$ cat config.mk
export PLATFORM = sky130hd
export DESIGN_NAME = armleocpu_cache_arbiter
export DESIGN_NICKNAME = d
export VERILOG_FILES = /design/src/rtl/armleocpu_cache_arbiter_pkg.sv /design/src/rtl/armleocpu_cache_arbiter.sv
export SDC_FILE = /design/constraint.sdc
export NUM_CORES = 1
export LEC_CHECK = 0
export ABC_AREA = 0
export CORE_AREA = 2 2 113 115
export DETAILED_ROUTE_END_ITERATION = 10
export DIE_AREA = 0 0 115 117
export GPL_ROUTABILITY_DRIVEN = 0
export HOLD_SLACK_MARGIN = 0.12
export MAX_ROUTING_LAYER = met4
export PLACE_DENSITY = 0.62
export SLEW_MARGIN = 20
export SYNTH_ARGS = -nofsm -noshare
export SYNTH_HDL_FRONTEND = slang
export SYNTH_SLANG_ARGS = --single-unit
$ cat constraint.sdc
create_clock -name clk -period 3.2 [get_ports clk]
set_clock_uncertainty 0.15 [all_clocks]
set_input_delay 0.64 -clock clk [delete_from_list [all_inputs] [get_ports clk]]
set_output_delay 0.64 -clock clk [all_outputs]
set_load 0.05 [all_outputs]
$ cat src/rtl/armleocpu_cache_arbiter_pkg.sv
// Shared cache command/response codes and arbiter owner encodings.
// Imported by the cache port arbiter.
package armleocpu_cache_arbiter_pkg;

    localparam logic [3:0] CACHE_CMD_NONE      = 4'd0;
    localparam logic [3:0] CACHE_CMD_EXECUTE   = 4'd1;
    localparam logic [3:0] CACHE_CMD_LOAD      = 4'd2;
    localparam logic [3:0] CACHE_CMD_STORE     = 4'd3;
    localparam logic [3:0] CACHE_CMD_FLUSH_ALL = 4'd4;

    localparam logic [3:0] CACHE_RESPONSE_IDLE        = 4'd0;
    localparam logic [3:0] CACHE_RESPONSE_WAIT        = 4'd1;
    localparam logic [3:0] CACHE_RESPONSE_DONE        = 4'd2;
    localparam logic [3:0] CACHE_RESPONSE_ACCESSFAULT = 4'd3;
    localparam logic [3:0] CACHE_RESPONSE_MISSALIGNED = 4'd4;
    localparam logic [3:0] CACHE_RESPONSE_PAGEFAULT   = 4'd5;

    typedef enum logic [1:0] {
        ARMLEOCPU_ARB_OWNER_NONE  = 2'd0,
        ARMLEOCPU_ARB_OWNER_FETCH = 2'd1,
        ARMLEOCPU_ARB_OWNER_DATA  = 2'd2
    } owner_t;

    typedef struct packed {
        logic [3:0]  cmd;
        logic [31:0] address;
        logic [2:0]  load_type;
        logic [1:0]  store_type;
        logic [31:0] store_data;
    } cache_req_t;

    // On a tie, round-robin hands the port to whoever did not own it last.
    function automatic owner_t arb_pick(
        input logic   f_req,
        input logic   d_req,
        input owner_t last_owner,
        input logic   round_robin
    );
        owner_t win;
        win = ARMLEOCPU_ARB_OWNER_NONE;
        if (f_req && d_req) begin
            if (round_robin && last_owner == ARMLEOCPU_ARB_OWNER_DATA)
                win = ARMLEOCPU_ARB_OWNER_FETCH;
            else
                win = ARMLEOCPU_ARB_OWNER_DATA;
        end else if (d_req) begin
            win = ARMLEOCPU_ARB_OWNER_DATA;
        end else if (f_req) begin
            win = ARMLEOCPU_ARB_OWNER_FETCH;
        end
        return win;
    endfunction

endpackage

$ cat src/rtl/armleocpu_cache_arbiter.sv
// Shares one cache port between fetch (F) and data (D) requesters,
// locking the port to its owner until a non-WAIT cache response.
module armleocpu_cache_arbiter
    import armleocpu_cache_arbiter_pkg::*;
#(
    parameter logic ROUND_ROBIN = 1'b1
) (
    input  logic        clk,
    input  logic        rst,
    input  logic        c_reset_done,

    input  logic [3:0]  f_cmd,
    input  logic [31:0] f_address,
    output logic [3:0]  f_response,
    output logic [31:0] f_load_data,

    input  logic [3:0]  d_cmd,
    input  logic [31:0] d_address,
    input  logic [2:0]  d_load_type,
    input  logic [1:0]  d_store_type,
    input  logic [31:0] d_store_data,
    output logic [3:0]  d_response,
    output logic [31:0] d_load_data,

    output logic [3:0]  c_cmd,
    output logic [31:0] c_address,
    output logic [2:0]  c_load_type,
    output logic [1:0]  c_store_type,
    output logic [31:0] c_store_data,
    input  logic [3:0]  c_response,
    input  logic [31:0] c_load_data,

    output logic [1:0]  arb_owner
);

    owner_t owner;
    owner_t owner_next;
    owner_t last_owner;
    owner_t last_owner_next;
    owner_t sel;

    logic active;
    logic free;
    logic f_req;
    logic d_req;

    cache_req_t f_bus;
    cache_req_t d_bus;
    cache_req_t c_bus;

    assign active = !rst && c_reset_done;
    assign free   = (owner == ARMLEOCPU_ARB_OWNER_NONE)
                 || (c_response != CACHE_RESPONSE_WAIT);
    assign f_req  = (f_cmd != CACHE_CMD_NONE);
    assign d_req  = (d_cmd != CACHE_CMD_NONE);

    // Fetch never carries load/store qualifiers onto the cache port.
    assign f_bus = '{
        cmd:        f_cmd,
        address:    f_address,
        load_type:  3'd0,
        store_type: 2'd0,
        store_data: 32'd0
    };

    assign d_bus = '{
        cmd:        d_cmd,
        address:    d_address,
        load_type:  d_load_type,
        store_type: d_store_type,
        store_data: d_store_data
    };

    always_ff @(posedge clk) begin
        if (rst) begin
            owner      <= ARMLEOCPU_ARB_OWNER_NONE;
            last_owner <= ARMLEOCPU_ARB_OWNER_FETCH;
        end else begin
            owner      <= owner_next;
            last_owner <= last_owner_next;
        end
    end

    always_comb begin
        sel             = ARMLEOCPU_ARB_OWNER_NONE;
        owner_next      = owner;
        last_owner_next = last_owner;
        if (!active) begin
            owner_next = ARMLEOCPU_ARB_OWNER_NONE;
        end else if (free) begin
            sel        = arb_pick(f_req, d_req, last_owner, ROUND_ROBIN);
            owner_next = sel;
            if (sel != ARMLEOCPU_ARB_OWNER_NONE)
                last_owner_next = sel;
        end else begin
            sel = owner;
        end
    end

    always_comb begin
        c_bus = '0;
        unique case (sel)
            ARMLEOCPU_ARB_OWNER_FETCH: c_bus = f_bus;
            ARMLEOCPU_ARB_OWNER_DATA:  c_bus = d_bus;
            default:                   c_bus = '0;
        endcase
    end

    assign c_cmd        = c_bus.cmd;
    assign c_address    = c_bus.address;
    assign c_load_type  = c_bus.load_type;
    assign c_store_type = c_bus.store_type;
    assign c_store_data = c_bus.store_data;

    // The registered owner gets the cache result; everyone else just waits.
    always_comb begin
        f_response  = CACHE_RESPONSE_IDLE;
        f_load_data = 32'd0;
        d_response  = CACHE_RESPONSE_IDLE;
        d_load_data = 32'd0;
        if (active) begin
            if (owner == ARMLEOCPU_ARB_OWNER_FETCH) begin
                f_response  = c_response;
                f_load_data = c_load_data;
            end else if (f_req) begin
                f_response = CACHE_RESPONSE_WAIT;
            end
            if (owner == ARMLEOCPU_ARB_OWNER_DATA) begin
                d_response  = c_response;
                d_load_data = c_load_data;
            end else if (d_req) begin
                d_response = CACHE_RESPONSE_WAIT;
            end
        end
    end

    assign arb_owner = owner;

endmodule

# Word-level counts from Yosys, hierarchy flattened
# Cells that the tools add are included.
[op_classes]
eq_ne = 6
reduce_logical = 9
n_mux = 19
[op_table]
columns = ["operator", "count"]
rows = [
  ["73-bit one-hot mux with 2 select lines", 1],
  ["32-bit two-way mux", 4],
  ["4-bit two-way mux", 4],
  ["2-bit two-way mux", 7],
  ["4-bit nonzero test", 2],
  ["2-bit equality test, second input constant", 3],
  ["2-bit by 1-bit equality test with 1-bit output, second input constant", 2],
  ["4-bit by 1-bit != test with 1-bit output, second input constant", 1],
  ["1-bit two-way mux", 3],
  ["3-bit AND reduction", 1],
  ["1-bit logical AND", 2],
  ["2-bit logical NOT", 1],
  ["2-bit nonzero test", 1],
  ["1-bit logical NOT", 1],
  ["1-bit logical OR", 1],
]
[totals]
regBits = 4
word_cells = 36
inputBits = 148

# Logic depth before layout (Yosys ltp)
# Gate-level depths: netlist (run 1).
[depth]
word_depth = 10
mapped_depth = 9

# Least setup slack after synthesis (run 1)
# No wires, ideal clock.
[synth_path]
path_type = "input to output"
startpoint = "in d_cmd[0]"
endpoint = "out c_address[16]"
slack_ns = -0.562
path_buffers = 2
arrival_time_ns = 2.972
stages = 9
t_required_ns = 2.410
cell_sequence = "or4_4 a21oi_2 mux2i_1 nor2_1 ha_1 clkbuf_1 clkbuf_1 a22oi_1 nor2_1"
[synth_between]
elab_chain_len = 9
[synth_lines]
columns = ["element", "line", "text"]
rows = [
  ["start: declaration", "armleocpu_cache_arbiter.sv:17", "input logic [3:0] d_cmd,"],
  ["4-bit nonzero test *", "armleocpu_cache_arbiter.sv:55", "assign d_req = (d_cmd != CACHE_CMD_NONE);"],
  ["2-bit two-way mux / 1-bit logical AND (equally long branches)", "armleocpu_cache_arbiter_pkg.sv:46, armleocpu_cache_arbiter_pkg.sv:41", ""],
  ["2-bit two-way mux *", "armleocpu_cache_arbiter_pkg.sv:41", "if (f_req && d_req) begin"],
  ["2-bit two-way mux *", "armleocpu_cache_arbiter.sv:90", "end else if (free) begin"],
  ["2-bit two-way mux *", "armleocpu_cache_arbiter.sv:88", "if (!active) begin"],
  ["2-bit two-way mux *", "armleocpu_cache_arbiter.sv:90", ""],
  ["2-bit two-way mux *", "armleocpu_cache_arbiter.sv:88", ""],
  ["2-bit equality test / 2-bit by 1-bit equality test with 1-bit output (equally long branches)", "armleocpu_cache_arbiter.sv:102", "unique case (sel)"],
  ["73-bit one-hot mux with 2 select lines *", "armleocpu_cache_arbiter.sv:102", ""],
  ["end: declaration", "armleocpu_cache_arbiter.sv:26", "output logic [31:0] c_address,"],
]
# Every way passes the cells marked *; elsewhere a longest branch is shown, timed or not. The select of a mux whose other input is x is not followed.

# Final worst setup path (run 1)
[layout_path]
startpoint = "in d_cmd[3]"
endpoint = "out c_cmd[0]"
[layout_between]
elab_chain_len = 9
[layout_lines]
columns = ["element", "line", "text"]
rows = [
  ["4-bit nonzero test *", "armleocpu_cache_arbiter.sv:55", ""],
  ["2-bit two-way mux / 1-bit logical AND (equally long branches)", "armleocpu_cache_arbiter_pkg.sv:46, armleocpu_cache_arbiter_pkg.sv:41", ""],
  ["2-bit two-way mux *", "armleocpu_cache_arbiter_pkg.sv:41", ""],
  ["2-bit two-way mux *", "armleocpu_cache_arbiter.sv:90", ""],
  ["2-bit two-way mux *", "armleocpu_cache_arbiter.sv:88", ""],
  ["2-bit two-way mux *", "armleocpu_cache_arbiter.sv:90", ""],
  ["2-bit two-way mux *", "armleocpu_cache_arbiter.sv:88", ""],
  ["2-bit equality test / 2-bit by 1-bit equality test with 1-bit output (equally long branches)", "armleocpu_cache_arbiter.sv:102", ""],
  ["73-bit one-hot mux with 2 select lines *", "armleocpu_cache_arbiter.sv:102", ""],
  ["end: declaration", "armleocpu_cache_arbiter.sv:25", "output logic [3:0] c_cmd,"],
]
# Marked as above.

==> results of run 1 <==
state kept, by name, summed over array words and instances (netlist names):
register	count
last_owner	2
arb_owner	2
worst register-to-register path: stages (launching register included):
cell and delay, ps:
dfxtp_1 470, o21ai_4 120, buf_4 150, buf_4 130, and3_1 180, a211o_1 290
where the power goes:
group | total, mW | switching [mW] | internal, mW
sequential | 0.0564 | 0.00321 | 0.0531
clock | 0.201 | 0.0406 | 0.160
combinational | 0.795 | 0.361 | 0.434
metrics by stage:
stage,std cells,worst slack (ps)
2_1_floorplan,250,-106.3
3_3_place_gp,697,-667.1
3_5_place_dp,697,-701.0
4_1_cts,715,-228.8
5_1_grt,722,-309.2
6_report,722,-252.2
worst max path at each step:
stage	start	endpoint	slack, ps
after floorplan	d_cmd[0]	c_address[0]	-110
after global placement	c_response[3]	c_store_data[13]	-670
after detailed placement	d_cmd[0]	c_address[24]	-700
after CTS	d_cmd[2]	c_address[4]	-230
after global routing	d_cmd[3]	c_cmd[0]	-310
final	d_cmd[3]	c_cmd[0]	-250
routing by layer:
| metal | GRT usage (%) | up-vias | part of all wire [%] |
|---|---|---|---|
| met5 | - | - | 0 |
| met4 | 2.731 | 0 | 0.74 |
| met3 | 3.193 | 7 | 7.6 |
| met2 | 34.16 | 179 | 55 |
| met1 | 19.52 | 1478 | 37 |
| li1 | - | 1535 | - |
cell usage after synthesis:
| cell | number | area, µm² |
|---|---|---|
| a211o_1 | 1 | 8.760 |
| a21oi_1 | 2 | 10.01 |
| a21oi_2 | 1 | 8.760 |
| a22oi_1 | 36 | 270.3 |
| a31oi_1 | 1 | 6.260 |
| and2_1 | 37 | 231.5 |
| and3_1 | 71 | 444.2 |
| buf_1 | 4 | 15.01 |
| buf_2 | 1 | 5.000 |
| clkbuf_1 | 27 | 101.4 |
| dfxtp_1 | 4 | 80.08 |
| ha_1 | 2 | 25.02 |
| inv_1 | 1 | 3.750 |
| mux2_2 | 1 | 11.26 |
| mux2i_1 | 1 | 10.01 |
| nand2_1 | 1 | 3.750 |
| nand2b_1 | 4 | 25.02 |
| nand3_1 | 1 | 5.000 |
| nor2_1 | 44 | 165.2 |
| nor2b_1 | 3 | 18.77 |
| nor3_1 | 1 | 5.000 |
| nor4_1 | 1 | 6.260 |
| nor4_4 | 1 | 21.27 |
| nor4b_2 | 1 | 15.01 |
| o21ai_0 | 1 | 5.000 |
| o21ai_2 | 1 | 8.760 |
| or4_4 | 1 | 11.26 |
kinds of logic after synthesis:
group	Yosys count
fa+ha+maj	2
flops	4
simple gates	166
compound gates	43
buf+inv	33
mux	2
repair_timing:
| item | 4_1_cts | 5_1_grt |
|---|---|---|
| endpoints found under the setup margin | 73 | 143 |
| pin swaps | 37 | 25 |
| endpoints found under the hold margin | 0 | 0 |
| cloned | 2 | 2 |
| gates resized for setup | 127 | 29 |
| setup buffers | 13 | 6 |
layout make-up:
class / count / area [µm²]
multi-input cells: 213 / 1952
fillers: 1007 / 5062
repair buffers: 351 / 4951
well taps: 150 / 187.7
inverters: 1 / 3.754
clock buffers: 3 / 75.07
flip-flops and latches: 4 / 80.08
==> flow_summary.json, run 1 <==
{
  "outcome": "complete, but fails checks",
  "failed_checks": "setup timing",
  "cts_hold_buffers": 0,
  "hpwl_um": 10100,
  "report.final.slew_viol_count": 0,
  "synth_nets": 400,
  "synth-compound-area-share_pct": 20.89,
  "synthMuxAreaShare_pct": 1.398,
  "cpMaxStageDelayCell": "or4_4",
  "cts_max_level": 1,
  "worstMarginPinSlew_ps": 511.4,
  "diodes": 0,
  "coreArea_um2": 12310,
  "grt_overflow": 0,
  "setup_viol": 73,
  "crit_family": "simple AND/OR/NAND/NOR gates",
  "tns_ps": -11050,
  "crit_path_frequent_cell": "buf_6",
  "drtIter0Drc": 106,
  "vdd_drop_max_mv": 0.1128,
  "max_slew_margin_pct": 65.80,
  "syn2layout_area_growth_pct": 376.5,
  "yosys.area_share.simple_pct": 62.58,
  "seq_area_frac_synth_pct": 5.263,
  "hold_violations": 0,
  "synth_top_family_by_area": "simple AND/OR/NAND/NOR gates",
  "viasPerCell": 4.431,
  "dieArea_um2": 13460,
  "finish.utilization_pct": 58.88,
  "min_path_type": "reg -> reg",
  "layout_common_cells": "buf_12, clkdlybuf4s50_1, and3_1, and2_4",
  "clock.fmax_ghz": 0.2897,
  "yosys_warnings": 0,
  "finalCritPeriodShare_pct": 107.9,
  "grt_max_degree": 73,
  "r2r_cells": 5,
  "initial_core_util_pct": 12.36,
  "die_y_um": 117,
  "crit_fanout": 8,
  "grt_pass1_vias": 3363,
  "r2r_start": "arb_owner[0]$_SDFF_PP0_",
  "numCtsBuffers": 3,
  "holdPathStages": 1,
  "postRouteWirelength_um": 12620,
  "post_drt_wl_per_cell_um": 17.48,
  "track_usage_pct": 17.81,
  "ys_seq_elements": 4,
  "grt_pass1_wl_um": 18130,
  "nets": 724,
  "hold_path.startpoint": "last_owner[0]$_SDFFE_PP1P_",
  "antenna_left": 0,
  "regToRegEndpoint": "last_owner[0]$_SDFFE_PP1P_",
  "cts_tree": "built",
  "p_per_area_nw_per_um2": 145.1,
  "setup_ws_ps": -252.2,
  "cts.sinks": 4,
  "rrSetupSlack_ps": 1590,
  "start_kind": "primary input",
  "power_mw": 1.052,
  "fin_crit_ps": 3452,
  "crit_chain": "buf_6 -> or4_4 -> a21oi_4 -> mux2i_4 -> nand2b_4 -> ha_4 -> buf_8 -> buf_6 -> a22oi_2 -> nor2_4 -> buf_12",
  "crit_arrival_ps": 2660,
  "min_to": "last_owner[0]$_SDFFE_PP1P_",
  "slowest_delay_ps": 560,
  "drc": 0,
  "synth_cells": 250,
  "required_ps": 2410,
  "portBuffers": 294,
  "path_class": "in -> out",
  "rows": 41,
  "syn_avg_cell_area_um2": 6.086,
  "clock_latency_ps": 230,
  "drive_gt1_share_pct": 59.44,
  "rsz0062_at_grt": "true",
  "synthDistinctLibCells": 27,
  "io-pin-count": 295,
  "cp_num_cells": 11,
  "worstSetupEndpointType": "primary output",
  "antenna_found_initial": 0,
  "hold_slack_ps": 373.2,
  "clock_path_buffers": 2,
  "final_area_um2": 7249,
  "dpl_cell_area_um2": 6599,
  "leakagePower_nw": 2.979,
  "path_buf_inv": 4,
  "cts-root-buf": "clkbuf_16",
  "syn_area_um2": 1521,
  "dr.pass1.iters": 4,
  "die_w_um": 115,
  "vias": 3199,
  "synth_xor_area_share_pct": 0,
  "path_clk_slew_ps": 30,
  "final_common_cell": "buf_12",
  "synthAdderAreaFrac_pct": 1.645,
  "cap_violations": 0
}
Power figures use the tool's default switching activity.
==> run 2: changes to the inputs <==
==> constraint.sdc (replaced) <==
create_clock -name clk -period 3.2 [get_ports clk]
set_clock_uncertainty 0.15 [all_clocks]
set_input_delay 0.32 -clock clk [delete_from_list [all_inputs] [get_ports clk]]
set_output_delay 0.32 -clock clk [all_outputs]
set_load 0.05 [all_outputs]
==> flow_summary.json, run 2 (synthesis gave the netlist of run 1 again) <==
{
  "setup_ws_ps": 71.62,
  "drc": 0,
  "finalCritPeriodShare_pct": 97.76,
  "cts_tree": "built",
  "worstSetupEndpointType": "primary output",
  "clock_path_buffers": 2,
  "die_w_um": 115,
  "cts-root-buf": "clkbuf_16",
  "crit_family": "simple AND/OR/NAND/NOR gates",
  "path_clk_slew_ps": 30,
  "p_per_area_nw_per_um2": 146.4,
  "viasPerCell": 4.387,
  "fillers": 1092,
  "io-pin-count": 295,
  "grt_pass1_vias": 2808,
  "track_usage_pct": 16.19,
  "diodes": 0,
  "min_path_type": "reg -> reg",
  "final_area_um2": 6365,
  "cp_num_cells": 10,
  "nets": 681,
  "report.final.slew_viol_count": 0,
  "slowest_delay_ps": 560,
  "rows": 41,
  "hold_violations": 0,
  "portBuffers": 294,
  "grt_pass1_wl_um": 16570,
  "setup_viol": 0,
  "layout_common_cells": "clkdlybuf4s50_1, buf_12, and3_1, and2_1, a22oi_1",
  "max_slew_margin_pct": 64.53,
  "postRouteWirelength_um": 12140,
  "leakagePower_nw": 2.672,
  "cts_max_level": 1,
  "numCtsBuffers": 3,
  "cpMaxStageDelayCell": "or4_4",
  "outcome": "finished, final reports clean",
  "clock.fmax_ghz": 0.3197,
  "vdd_drop_max_mv": 0.1871,
  "worstMarginPinSlew_ps": 532.1,
  "coreArea_um2": 12310,
  "dpl_cell_area_um2": 6105,
  "cts.sinks": 4,
  "crit_fanout": 13,
  "antenna_found_initial": 0,
  "post_drt_wl_per_cell_um": 17.88,
  "syn2layout_area_growth_pct": 318.3,
  "crit_chain": "clkdlybuf4s50_1 -> or4_4 -> a21oi_2 -> mux2i_2 -> nand2b_4 -> ha_4 -> clkbuf_16 -> a22oi_1 -> nor2_2 -> buf_12",
  "die_y_um": 117,
  "cap_violations": 0,
  "fin_crit_ps": 3128,
  "place_ws_ps": -31.54,
  "finish.utilization_pct": 51.70,
  "rsz0062_at_grt": "true",
  "dieArea_um2": 13460,
  "antenna_left": 0,
  "path_buf_inv": 3,
  "hold_slack_ps": 297.1,
  "path_class": "in -> out",
  "grt_overflow": 0,
  "clock_latency_ps": 230,
  "crit_arrival_ps": 2660,
  "drive_gt1_share_pct": 36.67,
  "vias": 2979,
  "required_ps": 2730,
  "dr.pass1.iters": 4,
  "initial_core_util_pct": 12.36,
  "drtIter0Drc": 172,
  "grt_max_degree": 73,
  "power_mw": 0.9316,
  "r2r_cells": 3,
  "holdPathStages": 1,
  "start_kind": "primary input",
  "hpwl_um": 9911
}
==> run 2: cell count changes in the layout (fill, tap and decap cells not counted), sizes merged <==
| cell | delta |
|---|---|
| clkdlybuf4s15 | -1 |
| bufbuf | +1 |
| buf | -54 |
| dlymetal6s2s | +1 |
| clkdlybuf4s50 | +10 |
==> run 2: worst paths after layout <==
check,startpoint,end,slack (ps)
worst max-delay path,d_cmd[0],c_address[29],70
worst min register to register,last_owner[0]$_SDFFE_PP1P_,last_owner[0]$_SDFFE_PP1P_,300
worst max register to register,arb_owner[1]$_SDFF_PP0_,last_owner[0]$_SDFFE_PP1P_,1890
worst min-delay path,last_owner[0]$_SDFFE_PP1P_,last_owner[0]$_SDFFE_PP1P_,300
==> run 2: repair_timing <==
action                                  4_1_cts  5_1_grt
pin swaps                                     2        6
gates resized for setup                       4       24
buffers inserted                              0        0
cloned                                        1        2
endpoints found under the setup margin       10       69
hold buffers                                  0        0
==> run 2: power by group <==
group / switching (mW) / leakage (nW) / internal, mW
combinational: 0.307 / 2.60 / 0.370
sequential: 0.00309 / 0.0330 / 0.0531
clock: 0.0388 / 0.0370 / 0.160
==> run 2: routing by layer <==
layer	vias to the layer above	global-route usage, %	wire length, µm
met5	-	-	0
met3	11	1.751	636
met4	0	2.008	117
met2	120	29.25	6602
li1	1446	-	-
met1	1402	20.04	4785
==> run 2: cell type report <==
| cell class | instances | area, µm² | share of cell area, % |
|---|---|---|---|
| Clock buffer | 3 | 75.07 | 1.179 |
| Inverter | 1 | 3.754 | 0.05897 |
| Multi-Input combinational cell | 213 | 1433 | 22.51 |
| Sequential cell | 4 | 80.08 | 1.258 |
| Tap cell | 150 | 187.7 | 2.949 |
| Timing Repair Buffer | 308 | 4586 | 72.05 |
==> run 2: metrics by stage <==
step | setup TNS, ps | cells
finish | 0 | 679
global route | -127.1 | 679
CTS | 0 | 677
detailed placement | -66.78 | 673
global placement | -381.9 | 673
floorplan | 0 | 250
==> run 2: worst reg2reg max path, cell delays in order, from the launching register on <==
cell	delay, ps
dfxtp_1	460
o21ai_4	130
and3_1	200
a211o_1	260
==> run 3: changes to the inputs <==
- RECOVER_POWER: unset -> 50
==> results of run 3 <==
Final layout, timing and power as in run 2 (identical DEF).
